`src/rtl/gen_fifo_rd_pkg.sv`:
```
// Shared types and constants for the FIFO read-side stream port.
// The output buffer is fixed at two entries so a 1-cycle RAM can sustain full throughput.
package gen_fifo_rd_pkg;

  localparam int unsigned BUF_D     = 2;
  localparam int unsigned BUF_CNT_W = 2;

  typedef logic [BUF_CNT_W-1:0] buf_cnt_t;

  // Two-entry ring index: 0 -> 1 -> 0.
  function automatic logic idx_inc(input logic idx);
    return (idx == 1'b1) ? 1'b0 : 1'b1;
  endfunction

endpackage

```
`src/rtl/gen_fifo_skid_buf.sv`:
```
// Two-entry register buffer with independent head/tail indices and an occupancy count.
// clr flushes indices and count and overrides any same-cycle push or pop.
module gen_fifo_skid_buf
  import gen_fifo_rd_pkg::*;
#(
  parameter int unsigned DAT_W = 8
) (
  input  logic             clk,
  input  logic             rst_n,
  input  logic             clr,
  input  logic             push,
  input  logic [DAT_W-1:0] push_data,
  input  logic             pop,
  output logic [DAT_W-1:0] head_data,
  output buf_cnt_t         cnt
);

  logic [DAT_W-1:0] mem_q [BUF_D];
  logic             head_q, tail_q;
  buf_cnt_t         cnt_q;

  always_ff @(posedge clk or negedge rst_n) begin
    if (!rst_n) begin
      for (int i = 0; i < int'(BUF_D); i++) begin
        mem_q[i] <= '0;
      end
    end else if (push && !clr) begin
      mem_q[tail_q] <= push_data;
    end
  end

  always_ff @(posedge clk or negedge rst_n) begin
    if (!rst_n) begin
      head_q <= 1'b0;
      tail_q <= 1'b0;
      cnt_q  <= '0;
    end else if (clr) begin
      head_q <= 1'b0;
      tail_q <= 1'b0;
      cnt_q  <= '0;
    end else begin
      if (push) tail_q <= idx_inc(tail_q);
      if (pop)  head_q <= idx_inc(head_q);
      cnt_q <= cnt_q + buf_cnt_t'(push) - buf_cnt_t'(pop);
    end
  end

  assign head_data = mem_q[head_q];
  assign cnt       = cnt_q;

endmodule

```
`src/rtl/gen_fifo_rd_port.sv`:
```
// Read-side valid/ready port for a FIFO controller plus 1-cycle-latency RAM.
// Pops are issued only when the buffer has room for the word that will return next cycle.
module gen_fifo_rd_port
  import gen_fifo_rd_pkg::buf_cnt_t;
#(
  parameter int unsigned DAT_W = 8,
  parameter int unsigned BUF_D = 2
) (
  input  logic             clk,
  input  logic             rst_n,
  input  logic             clr,
  input  logic             fifo_empty,
  output logic             pop,
  input  logic [DAT_W-1:0] mem_rd_data,
  output logic             out_vld,
  input  logic             out_rdy,
  output logic [DAT_W-1:0] out_data,
  output logic [1:0]       sts_buf_cnt
);

  logic     inflight_q, drop_q;
  logic     deq, capture;
  buf_cnt_t buf_cnt, reserved, room_used;

  assign deq       = out_vld & out_rdy;
  assign reserved  = buf_cnt + buf_cnt_t'(inflight_q);
  // Occupancy after this cycle's dequeue; never exceeds 2 so 2-bit math cannot wrap.
  assign room_used = reserved - buf_cnt_t'(deq);
  assign pop       = ~clr & ~fifo_empty & (room_used < buf_cnt_t'(BUF_D));
  assign capture   = inflight_q & ~drop_q;

  always_ff @(posedge clk or negedge rst_n) begin
    if (!rst_n) begin
      inflight_q <= 1'b0;
      drop_q     <= 1'b0;
    end else begin
      inflight_q <= pop;
      drop_q     <= clr & inflight_q;
    end
  end

  gen_fifo_skid_buf #(
    .DAT_W (DAT_W)
  ) u_skid_buf (
    .clk       (clk),
    .rst_n     (rst_n),
    .clr       (clr),
    .push      (capture),
    .push_data (mem_rd_data),
    .pop       (deq),
    .head_data (out_data),
    .cnt       (buf_cnt)
  );

  assign out_vld     = (buf_cnt != '0);
  assign sts_buf_cnt = buf_cnt;

endmodule

```
`config.mk`:
```
export PLATFORM = sky130hd
export DESIGN_NAME = gen_fifo_rd_port
export DESIGN_NICKNAME = d
export VERILOG_FILES = /design/src/rtl/gen_fifo_rd_pkg.sv /design/src/rtl/gen_fifo_skid_buf.sv /design/src/rtl/gen_fifo_rd_port.sv
export SDC_FILE = /design/constraint.sdc
export NUM_CORES = 1
export LEC_CHECK = 0
export CORE_ASPECT_RATIO = 1.4
export CORE_MARGIN = 8
export CORE_UTILIZATION = 51
export CTS_CLUSTER_SIZE = 12
export DETAILED_ROUTE_END_ITERATION = 12
export GPL_TIMING_DRIVEN = 0
export PLACE_DENSITY_LB_ADDON = 0.1
export SLEW_MARGIN = 20
export SYNTH_ARGS = -nofsm -noshare
export SYNTH_HDL_FRONTEND = slang
export SYNTH_SLANG_ARGS = --single-unit
```
`constraint.sdc`:
```
create_clock -name clk -period 5.1 [get_ports clk]
set_clock_uncertainty 0.2 [all_clocks]
set_input_delay 0.765 -clock clk [delete_from_list [all_inputs] [get_ports clk]]
set_output_delay 0.765 -clock clk [all_outputs]
set_load 0.02 [all_outputs]
```
# After elaboration in Yosys (flattened, before gate mapping)
# Index checks and enable logic that the tools add are counted.
dict set report totals {
  register_bits 22
  elab_cells 44
}
dict set report classes {
  addsub 4
  n_lt_le_gt_ge 4
  mux 13
  bitwise_logic 10
  reduce_logical 6
}
# op count
set op_table {}
lappend op_table {{$mux W8} 4}
lappend op_table {{$bwmux W16} 1}
lappend op_table {{$demux W8 S1} 1}
lappend op_table {{$mux W1} 6}
lappend op_table {{$reduce_bool A2 Y1} 3}
lappend op_table {{$and A1 B1 Y1} 5}
lappend op_table {{$add A2 B1 Y2} 2}
lappend op_table {{$ge A2 B2 Y1 const B} 2}
lappend op_table {{$not A1 Y2} 2}
lappend op_table {{$sub A2 B1 Y2} 2}
lappend op_table {{$not A1 Y1} 3}
lappend op_table {{$logic_and A1 B1 Y1} 2}
lappend op_table {{$lt A2 B1 Y1 const B} 1}
lappend op_table {{$lt A2 B2 Y1 const B} 1}
lappend op_table {{$mux W2} 1}
lappend op_table {{$logic_not A1 Y1} 1}

# Longest topological paths before layout
# Gate-level depths: netlist of the first run.
dict set report depth {
  depth_word 6
  mapped_depth 6
}

# Hierarchy
# Synthesis of the first run repeated with hierarchy kept, for this count alone.
dict set report hier_totals {
  cells_unflattened 70
  hier_area_um2 1018.5
}
# mod n_inst cells_per_inst area_each_um2 seq_area_each_um2
set modules_own_cells {}
lappend modules_own_cells {gen_fifo_skid_buf 1 58 895.9 500.5}
lappend modules_own_cells {gen_fifo_rd_port 1 12 122.6 50.0}

# Worst setup path before layout of the first run
# No wires, ideal clock.
dict set report synth_path {
  path_type {input-to-output}
  startpoint {input out_rdy}
  endpoint {output pop}
  arrival_time_ps 1921
  required_time_ps 4135
  setup_slack_ps 2214
  stages 5
  path_buffers 0
  path_cell_list {o21a_1 > ha_1 > nand2b_1 > xnor2_1 > nor3_1}
}
dict set report synth_between {
  elab_chain_len 4
}
# item line
set synth_rtl {}
lappend synth_rtl {{from (decl)} gen_fifo_rd_port.sv:16} ;# input logic out_rdy,
lappend synth_rtl {{$and A1 B1 Y1} gen_fifo_rd_port.sv:25} ;# assign deq = out_vld & out_rdy;
lappend synth_rtl {{$sub A2 B1 Y2} gen_fifo_rd_port.sv:28} ;# assign room_used = reserved - buf_cnt_t'(deq);
lappend synth_rtl {{$lt A2 B2 Y1} gen_fifo_rd_port.sv:29} ;# assign pop = ~clr & ~fifo_empty & (room_used < buf_cnt_t'(BUF_D));
lappend synth_rtl {{$and A1 B1 Y1} gen_fifo_rd_port.sv:29}
lappend synth_rtl {{to (decl)} gen_fifo_rd_port.sv:13} ;# output logic pop,
# Every way passes these cells.

# Final worst setup path of the first run
# Same ends and word-level chain as after synthesis.

==> impl_metrics.csv, run 1 <==
group,metric,value,unit
worst_setup_path,crit_slowest_cell,"clkdlybuf4s50_1",
timing,finalHoldViolCount,0,
clock_tree,h-tree-depth,1,
job,maxCapViolations,0,
place,dpl_worst_slack,1.372,ns
timing,final_max_slew_viol_count,0,
timing,slew_headroom,37.17,%
clock_tree,root_buffer,"clkbuf_4",
global_routing,grt_max_degree,23,
clock_tree,ctsLongestPathBuffers,2,
floorplanning,initial_utilization,52.30,%
logic_synthesis,synth_nets,85,
timing,setup_viol,0,
power_and_ir_drop,power_density,602.3,mW/mm²
logic_synthesis,yosysTopAreaCell,"dfrtp_1",
logic_synthesis,ys_warn_count,0,
worst_setup_path,start_kind,"input pin",
final_layout,area_growth,28.05,%
timing,tightest_slew,0.9396,ns
final_layout,post-route-util,66.97,%
hold_path,min_path_type,"register to register",
floorplanning,rows,19,
route,drt_iter0_drc,11,
worst_setup_path,cpPeakStageDelay,0.65,ns
final_layout,fin_nets,113,
worst_setup_path,path_class,"input pin to output pin",
clock_tree,numCtsBuffers,3,
global_routing,antenna_found_initial,0,
worst_setup_path,crit_arrival,2.75,ns
logic_synthesis,syn_inst,70,
route,drc,0,
final_layout,final_cell_mix,"mux2_2, clkdlybuf4s50_1, dfrtp_1",
global_routing,grt_pass1_wl,3111,µm
final_layout,postLayoutCellArea,0.001274,mm²
worst_setup_path,cpMostUsedCell,"clkdlybuf4s50_1",
route,via_count,623,
logic_synthesis,synth_cell_types,19,
timing,max_freq,269.4,MHz
clock_tree,clock_latency,0.29,ns
timing,setup_tns,0,ns
place,portBuffers,23,
place,place_hpwl,1408,µm
timing,fin_ws,1.388,ns
final_layout,seq_area,550.5,µm²
route,first_pass_iters,4,
final_layout,multi_input_area,422.9,µm²
logic_synthesis,yosysSeqAreaShare,55.35,%
place,gp_congestion,0.6300,
global_routing,grt_use_total,11.30,%
logic_synthesis,ys_ff_latch,22,
route,wl_per_cell,15.44,µm
route,ant_nets,0,
floorplanning,die_h,68.26,µm
floorplanning,die-area,0.003640,mm²
worst_setup_path,crit_path_end_kind,"output pin",
timing,min_period_over_period,72.78,%
clock_tree,postCtsResizedCells,0,
route,drt_wl_total,1807,µm
final_layout,diodes,0,
clock_tree,cts.sinks,22,
clock_tree,tritoncts,"built",
timing,whs,0.3068,ns
power_and_ir_drop,worst_ir_drop_vdd,0.4172,mV
place,dpl_cell_area,0.001251,mm²
outcome,status,"complete, no violations",
floorplanning,die_x,53.33,µm
clock_tree,clk_pin_slew_worst_paths,0.10,ns
global_routing,grt_pass1_vias,730,
floorplanning,core_area,0.001902,mm²
final_layout,layout-drive-gt1-share,31.25,%
clock_tree,post_cts_buffers,0,
timing,rsz0062_at_grt,"false",
clock_tree,cts-hold-fix-buffers,0,
worst_setup_path,crit_fanout,2,
power_and_ir_drop,fin_total_pwr,0.7672,mW
logic_synthesis,synth.cell_area,994.7,µm²
final_layout,instances_no_fill,117,
power_and_ir_drop,leakage,0.5689,nW
logic_synthesis,netlist_top_cells_area,"dfrtp_1, mux2_2, xnor2_1",
timing,period_needed,3.712,ns
place,dp.cells,114,
final_layout,nFillCells,158,
floorplanning,io_pins,25,
logic_synthesis,avgSynthCellArea,14.21,µm²
logic_synthesis,yosysTopAreaCellShare,55.35,%
worst_setup_path,cp_cell_sequence,"clkdlybuf4s50_1 -> o21a_1 -> ha_1 -> xor2_1 -> xnor2_1 -> nor3_1 -> clkdlybuf4s50_1",
route,via_per_inst,5.325,
worst_setup_path,worstPathRequired,4.14,ns
global_routing,grt_overflow,0,
flip-flops by register name, indices dropped and copies added, names as in the netlist:
| register | flops |
|---|---|
| inflight_q | 1 |
| u_skid_buf.cnt | 2 |
| u_skid_buf.tail_q | 1 |
| u_skid_buf.mem_q | 16 |
| u_skid_buf.head_q | 1 |
| drop_q | 1 |
layer usage:
| layer | up-vias | track usage [%] | part of all wire (%) |
|---|---|---|---|
| met3 | 2 | 3.261 | 6.8 |
| met1 | 311 | 11.15 | 37 |
| met5 | - | 0 | 0 |
| met4 | 0 | 5.696 | 0.77 |
| met2 | 14 | 20.59 | 55 |
| li1 | 296 | - | - |
where the power goes:
group	internal [mW]	switching [mW]	total, mW
Sequential	0.248	0.0384	0.286
Clock	0.0275	0.0459	0.0733
Combinational	0.231	0.177	0.408
Total	0.506	0.261	0.767
area by class of cell:
cell class,instances,area share (%)
tap,21,2.063
multi-input combinational,43,33.20
buffer,3,1.081
timing repair buffer,23,18.07
inverter,2,0.5894
sequential,22,43.22
clock buffer,3,1.768
synth_stat cells:
master,n
mux2_1,1
xnor2_1,4
nor2b_1,1
clkbuf_1,1
nor3b_4,1
inv_1,2
nor3_1,1
buf_2,2
dfrtp_1,22
and2_1,1
nand2b_1,1
and2b_1,1
nor2_1,3
mux2_2,23
ha_1,2
xor2_1,1
and3b_1,1
or2_2,1
o21a_1,1
kinds of logic after synthesis:
kind of cell,count (synthesis),share of synthesized area [%]
DFF,22,55.35
AOI/OAI and AO/OA,1,0.7550
adders and majority gates,2,2.515
muxes,24,27.17
and+or+nand+nor,11,7.675
buffers and inverters,5,2.138
xor gates and xnor gates,5,4.402
worst paths after layout:
check / slack [ns] / start / end / cells after the start
worst max-delay path: 1.39 / out_rdy / pop / 7
worst min-delay path: 0.31 / u_skid_buf.mem_q[4] / u_skid_buf.mem_q[4] / 1
worst max register to register: 3.28 / drop_q / u_skid_buf.mem_q[10] / 3
worst min register to register: 0.31 / u_skid_buf.mem_q[4] / u_skid_buf.mem_q[4] / 1
max in group asynchronous: 3.34 / rst_n / u_skid_buf.tail_q / 1
min in group asynchronous: 0.79 / rst_n / u_skid_buf.head_q / 1
critical path: cells and delay by family:
kind / cells / cell delay (ns)
buffers and inverters: 2 / 1.10
xor gates and xnor gates: 2 / 0.37
and+or+nand+nor: 1 / 0.18
adders and majority gates: 1 / 0.17
AOI/OAI and AO/OA: 1 / 0.15
No activity file was read; power rests on OpenSTA's default activity.
==> run 2, diff against run 1 <==
CORE_UTILIZATION = 42   (was 51)
clock period = 3.35 ns   (was 5.1 ns; I/O delays follow)
==> run 2 against run 1 <==
  * Clock power grew 99%
  * Flip-flop and latch count unchanged
  * First-iteration DRC count down 100%
  * Via count is 1.1% lower
  * Highest routed layer unchanged
==> impl_metrics.csv, run 2 (synthesis gave the netlist of run 1 again) <==
group,metric,value,unit
worst_setup_path,reg2reg_depth,3,
worst_setup_path,cp.buffers_inverters,2,
power_and_ir_drop,worst_ir_drop_vdd,0.3780,mV
place,portBuffers,23,
timing,rsz0062_at_grt,"false",
final_layout,largest_register,"u_skid_buf.mem_q",
worst_setup_path,crit_slowest_cell,"clkdlybuf4s50_1",
timing,period_needed,3.195,ns
route,via_per_inst,5.133,
outcome,status,"complete, no violations",
worst_setup_path,cpPeakStageDelay,0.65,ns
clock_tree,cts.sinks,22,
route,drt_iter0_drc,0,
floorplanning,rows,21,
power_and_ir_drop,leakage,0.5761,nW
worst_setup_path,cp_cell_sequence,"clkdlybuf4s50_1 -> o21a_1 -> ha_1 -> xor2_1 -> xnor2_1 -> nor3_1 -> clkdlybuf4s50_1",
timing,final_max_slew_viol_count,0,
worst_setup_path,regToRegEndpoint,"u_skid_buf.mem_q[11]",
clock_tree,h-tree-depth,1,
floorplanning,initial_utilization,43.02,%
final_layout,postLayoutCellArea,0.001290,mm²
floorplanning,die_x,57.13,µm
final_layout,final_cell_mix,"mux2_2, clkdlybuf4s50_1, dfrtp_1",
route,drt_wl_total,1827,µm
timing,setup_tns,0,ns
timing,slew_headroom,36.44,%
final_layout,layout-drive-gt1-share,31.96,%
clock_tree,ctsLongestPathBuffers,2,
clock_tree,post_cts_buffers,0,
worst_setup_path,reg2reg_setup_slack,1.58,ns
hold_path,min_path_type,"input pin to register",
worst_setup_path,crit_path_end_kind,"output pin",
place,dpl_cell_area,0.001254,mm²
route,via_count,616,
worst_setup_path,crit_arrival,2.49,ns
worst_setup_path,path_class,"input pin to output pin",
final_layout,area_growth,29.69,%
clock_tree,root_buffer,"clkbuf_4",
floorplanning,core_area,0.002312,mm²
hold_path,holdCritStartpoint,"clr",
route,drc,0,
clock_tree,postCtsResizedCells,0,
worst_setup_path,critPathTopFamily,"buffers and inverters",
place,place_hpwl,1400,µm
floorplanning,die-area,0.004204,mm²
hold_path,hold_depth,2,
place,gp_congestion,0.6600,
global_routing,grt_pass1_wl,3125,µm
power_and_ir_drop,power_density,930.7,mW/mm²
timing,finalHoldViolCount,0,
timing,tightest_slew,0.9504,ns
global_routing,grt_max_degree,23,
global_routing,antenna_found_initial,0,
worst_setup_path,worstPathRequired,2.65,ns
final_layout,fin_nets,113,
global_routing,grt_use_total,9.632,%
timing,setup_viol,0,
clock_tree,numCtsBuffers,3,
worst_setup_path,crit_fanout,2,
worst_setup_path,cpMostUsedCell,"clkdlybuf4s50_1",
timing,min_period_over_period,95.37,%
route,first_pass_iters,1,
route,wl_per_cell,15.23,µm
clock_tree,clk_pin_slew_worst_paths,0.12,ns
timing,max_freq,313.0,MHz
final_layout,diodes,0,
clock_tree,tritoncts,"built",
final_layout,nFillCells,212,
hold_path,min_to,"u_skid_buf.head_q",
job,maxCapViolations,0,
clock_tree,clock_latency,0.31,ns
worst_setup_path,start_kind,"input pin",
route,ant_nets,0,
floorplanning,io_pins,25,
global_routing,grt_overflow,0,
power_and_ir_drop,fin_total_pwr,1.201,mW
clock_tree,cts-hold-fix-buffers,0,
global_routing,grt_pass1_vias,685,
final_layout,largest_register_ffs,16,
floorplanning,die_h,73.58,µm
worst_setup_path,crit-reg2reg-launch,"drop_q",
==> run 2: changes by cell type in the layout (fill, tap and decap cells not counted), sizes merged <==
cell	before	now
clkbuf	4	5
==> run 2: worst reg2reg max path: stages (launching register included) <==
cell     delay [ns]
dfrtp_1        0.37
and2b_1        0.26
nor3b_4        0.45
mux2_2         0.39
==> run 2: routing by layer <==
metal  vias up  routed length (µm)  global-route usage [%]
li1        295                   -                       -
met1       300                 757                   10.05
met2        16                 916                   16.57
met3         5                 100                   2.418
met4         0                  53                   6.283
met5         -                   0                       0
==> run 2: cell type report <==
type	instances	area [µm²]	share of cell area, %
well taps	23	28.78	2.231
flip-flops and latches	22	550.5	42.68
repair buffers	23	230.2	17.85
plain buffers	3	13.76	1.067
multi-input cells	43	422.9	32.78
clock buffers	4	36.28	2.813
inverters	2	7.507	0.5820
==> run 2: worst max path at each step <==
stage | slack [ns] | to | start | cells past startpoint
finish | 0.15 | pop | out_rdy | 7
global route | 0.02 | pop | out_rdy | 7
CTS | 0.12 | pop | out_rdy | 7
detailed placement | 0.15 | pop | out_rdy | 7
global placement | 0.14 | pop | out_rdy | 7
floorplan | 0.92 | pop | u_skid_buf.cnt[0] | 5
==> run 2: power breakdown <==
group / switching [mW] / leakage, nW / internal, mW
logic: 0.269 / 0.275 / 0.352
clock network: 0.0800 / 0.0210 / 0.0664
registers: 0.0565 / 0.280 / 0.377
==> run 2: metrics by stage <==
stage                     instances  hold WS [ns]  setup slack [ns]  util (%)
after floorplan                  70      0.006909            0.9155         -
after global placement          116        0.2655            0.1361     54.22
after detailed placement        116        0.2826            0.1482     54.22
after CTS                       120        0.2572            0.1175     55.79
after global routing            120        0.2591           0.01756     55.79
final                           120        0.2602            0.1550     55.79
==> run 3, diff against run 2 <==
CORE_ASPECT_RATIO = 0.6   (was 1.4)
SETUP_SLACK_MARGIN = 0.2   (was default)
==> run 3 against run 2 <==
  * The flow now finishes with violations (hold timing)
  * Worst setup slack improved by 0.26 ns
  * Via count is 2.4% lower
  * Combinational power up 0.8%
  * Cell count grew 5.0%
  * First-iteration DRC count is 10 higher
  * Critical path depth did not move
  * Routed wire length is 3.1% lower
  * Register-to-register slack hardly changed
  * Worst hold slack got worse by 0.26 ns
  * Flip-flop and latch count is the same
  * Die area grew 0.69%
  * Total power up 1.6%
  * Critical path type unchanged
==> impl_metrics.csv, run 3 (synthesis gave the netlist of run 1 again) <==
group,metric,value,unit
floorplanning,rows,13,
floorplanning,initial_utilization,45.30,%
timing,slew_headroom,64.37,%
final_layout,final_cell_mix,"mux2_2, dfrtp_1, clkdlybuf4s50_1",
outcome,violations,"hold timing",
global_routing,grt_use_total,9.186,%
final_layout,largest_register_ffs,16,
worst_setup_path,worstPathRequired,2.65,ns
final_layout,fin_nets,113,
clock_tree,numCtsBuffers,3,
worst_setup_path,critPathTopFamily,"buffers and inverters",
clock_tree,tritoncts,"built",
route,drt_wl_total,1770,µm
worst_setup_path,cp.buffers_inverters,2,
clock_tree,post_cts_buffers,0,
route,via_per_inst,4.770,
hold_path,min_path_type,"input pin to async pin",
final_layout,diodes,0,
clock_tree,clock_latency,0.25,ns
final_layout,largest_register,"u_skid_buf.mem_q",
timing,min_period_over_period,87.69,%
worst_setup_path,crit_arrival,2.23,ns
worst_setup_path,crit_path_end_kind,"output pin",
worst_setup_path,cpPeakStageDelay,0.46,ns
route,wl_per_cell,14.05,µm
final_layout,area_growth,31.19,%
power_and_ir_drop,leakage,0.5801,nW
power_and_ir_drop,intPower,0.8109,mW
global_routing,antenna_found_initial,0,
power_and_ir_drop,clkPwrFrac,12.6,%
floorplanning,core_area,0.002196,mm²
job,maxCapViolations,0,
power_and_ir_drop,p_sw,0.4083,mW
final_layout,multi_input_area,430.4,µm²
place,gp_congestion,0.6703,
floorplanning,die_x,78.83,µm
global_routing,grt_overflow,0,
place,dp.cells,123,
timing,setup_viol,0,
final_layout,nFillCells,189,
floorplanning,die_h,53.70,µm
final_layout,seq_area,550.5,µm²
final_layout,post-route-util,59.43,%
global_routing,grt_pass1_wl,3070,µm
power_and_ir_drop,power_density,934.3,mW/mm²
worst_setup_path,crit_fanout,2,
clock_tree,h-tree-depth,1,
route,drt_iter0_drc,10,
timing,rsz0062_at_grt,"false",
outcome,status,"finished, violations left",
final_layout,instances_no_fill,126,
timing,setup_tns,0,ns
clock_tree,clk_pin_slew_worst_paths,0.07,ns
timing,whs,-0.002386,ns
place,place_hpwl,1354,µm
timing,finalHoldViolCount,3,
route,ant_nets,0,
worst_setup_path,path_class,"input pin to output pin",
timing,period_needed,2.937,ns
global_routing,grt_pass1_vias,667,
worst_setup_path,cp_cell_sequence,"clkdlybuf4s50_1 -> o21a_1 -> ha_1 -> nand2b_1 -> xnor2_1 -> nor3_1 -> dlygate4sd2_1",
final_layout,layout-drive-gt1-share,33.33,%
place,portBuffers,23,
clock_tree,root_buffer,"clkbuf_8",
timing,max_freq,340.4,MHz
global_routing,grt_max_degree,23,
power_and_ir_drop,combPwrFrac,51.3,%
power_and_ir_drop,netSwitchingFraction,33.49,%
route,via_count,601,
power_and_ir_drop,fin_total_pwr,1.219,mW
power_and_ir_drop,seq_power_share,36.0,%
clock_tree,ctsLongestPathBuffers,2,
final_layout,final_common_cell,"mux2_2",
timing,tightest_slew,0.5345,ns
worst_setup_path,start_kind,"input pin",
floorplanning,io_pins,25,
timing,final_max_slew_viol_count,0,
route,first_pass_iters,3,
clock_tree,cts.sinks,22,
floorplanning,die-area,0.004233,mm²
power_and_ir_drop,worst_ir_drop_vdd,0.4268,mV
worst_setup_path,crit_slowest_cell,"clkdlybuf4s50_1",
route,drc,0,
## run 3: metrics by stage
| stage | worst slack, ns | area [µm²] |
|---|---|---|
| 2_1_floorplan | 0.9155 | 994.7 |
| 3_3_place_gp | 0.1000 | 1262 |
| 3_5_place_dp | 0.09512 | 1262 |
| 4_1_cts | 0.3711 | 1303 |
| 5_1_grt | 0.2765 | 1305 |
| 6_report | 0.4125 | 1305 |
## run 3: area by class of cell
type / count / share of cell area [%]
clock buffers: 3 / 3.164
plain buffers: 3 / 1.055
repair buffers: 23 / 17.16
multi-input cells: 43 / 32.98
inverters: 2 / 0.5753
flip-flops and latches: 22 / 42.19
well taps: 30 / 2.876
## run 3: layer usage
metal / track usage (%) / up-vias / routed length (µm)
met5: 0 / - / 0
met4: 0.9146 / 0 / 4
met3: 5.316 / 2 / 172
met2: 14.77 / 18 / 788
met1: 10.95 / 292 / 805
li1: - / 289 / -
## run 3: power groups by stage
| stage | clock (mW) | sequential, mW | combinational, mW |
|---|---|---|---|
| 2_1_floorplan | 0 | 0.440 | 0.386 |
| 3_3_place_gp | 0 | 0.435 | 0.627 |
| 3_5_place_dp | 0 | 0.441 | 0.631 |
| 4_1_cts | 0.161 | 0.437 | 0.633 |
| 5_1_grt | 0.172 | 0.457 | 0.680 |
| 6_report | 0.154 | 0.439 | 0.626 |
## run 3: path summary, 6_finish.rpt
check	start	to	slack [ns]	depth (start not counted)
setup reg to reg	drop_q	u_skid_buf.mem_q[9]	1.58	3
max in group asynchronous	rst_n	drop_q	2.63	1
min in group clk	u_skid_buf.mem_q[4]	u_skid_buf.mem_q[4]	0.29	1
hold / removal	rst_n	u_skid_buf.mem_q[15]	-0.002	1
setup / recovery	out_rdy	pop	0.41	7
hold reg to reg	u_skid_buf.mem_q[4]	u_skid_buf.mem_q[4]	0.29	1
## run 3: what timing repair did
action / CTS / global route
gates resized for setup: 1 / 1
endpoints found under the setup margin: 1 / 1
gates cloned: 0 / 0
hold buffers: 0 / 0
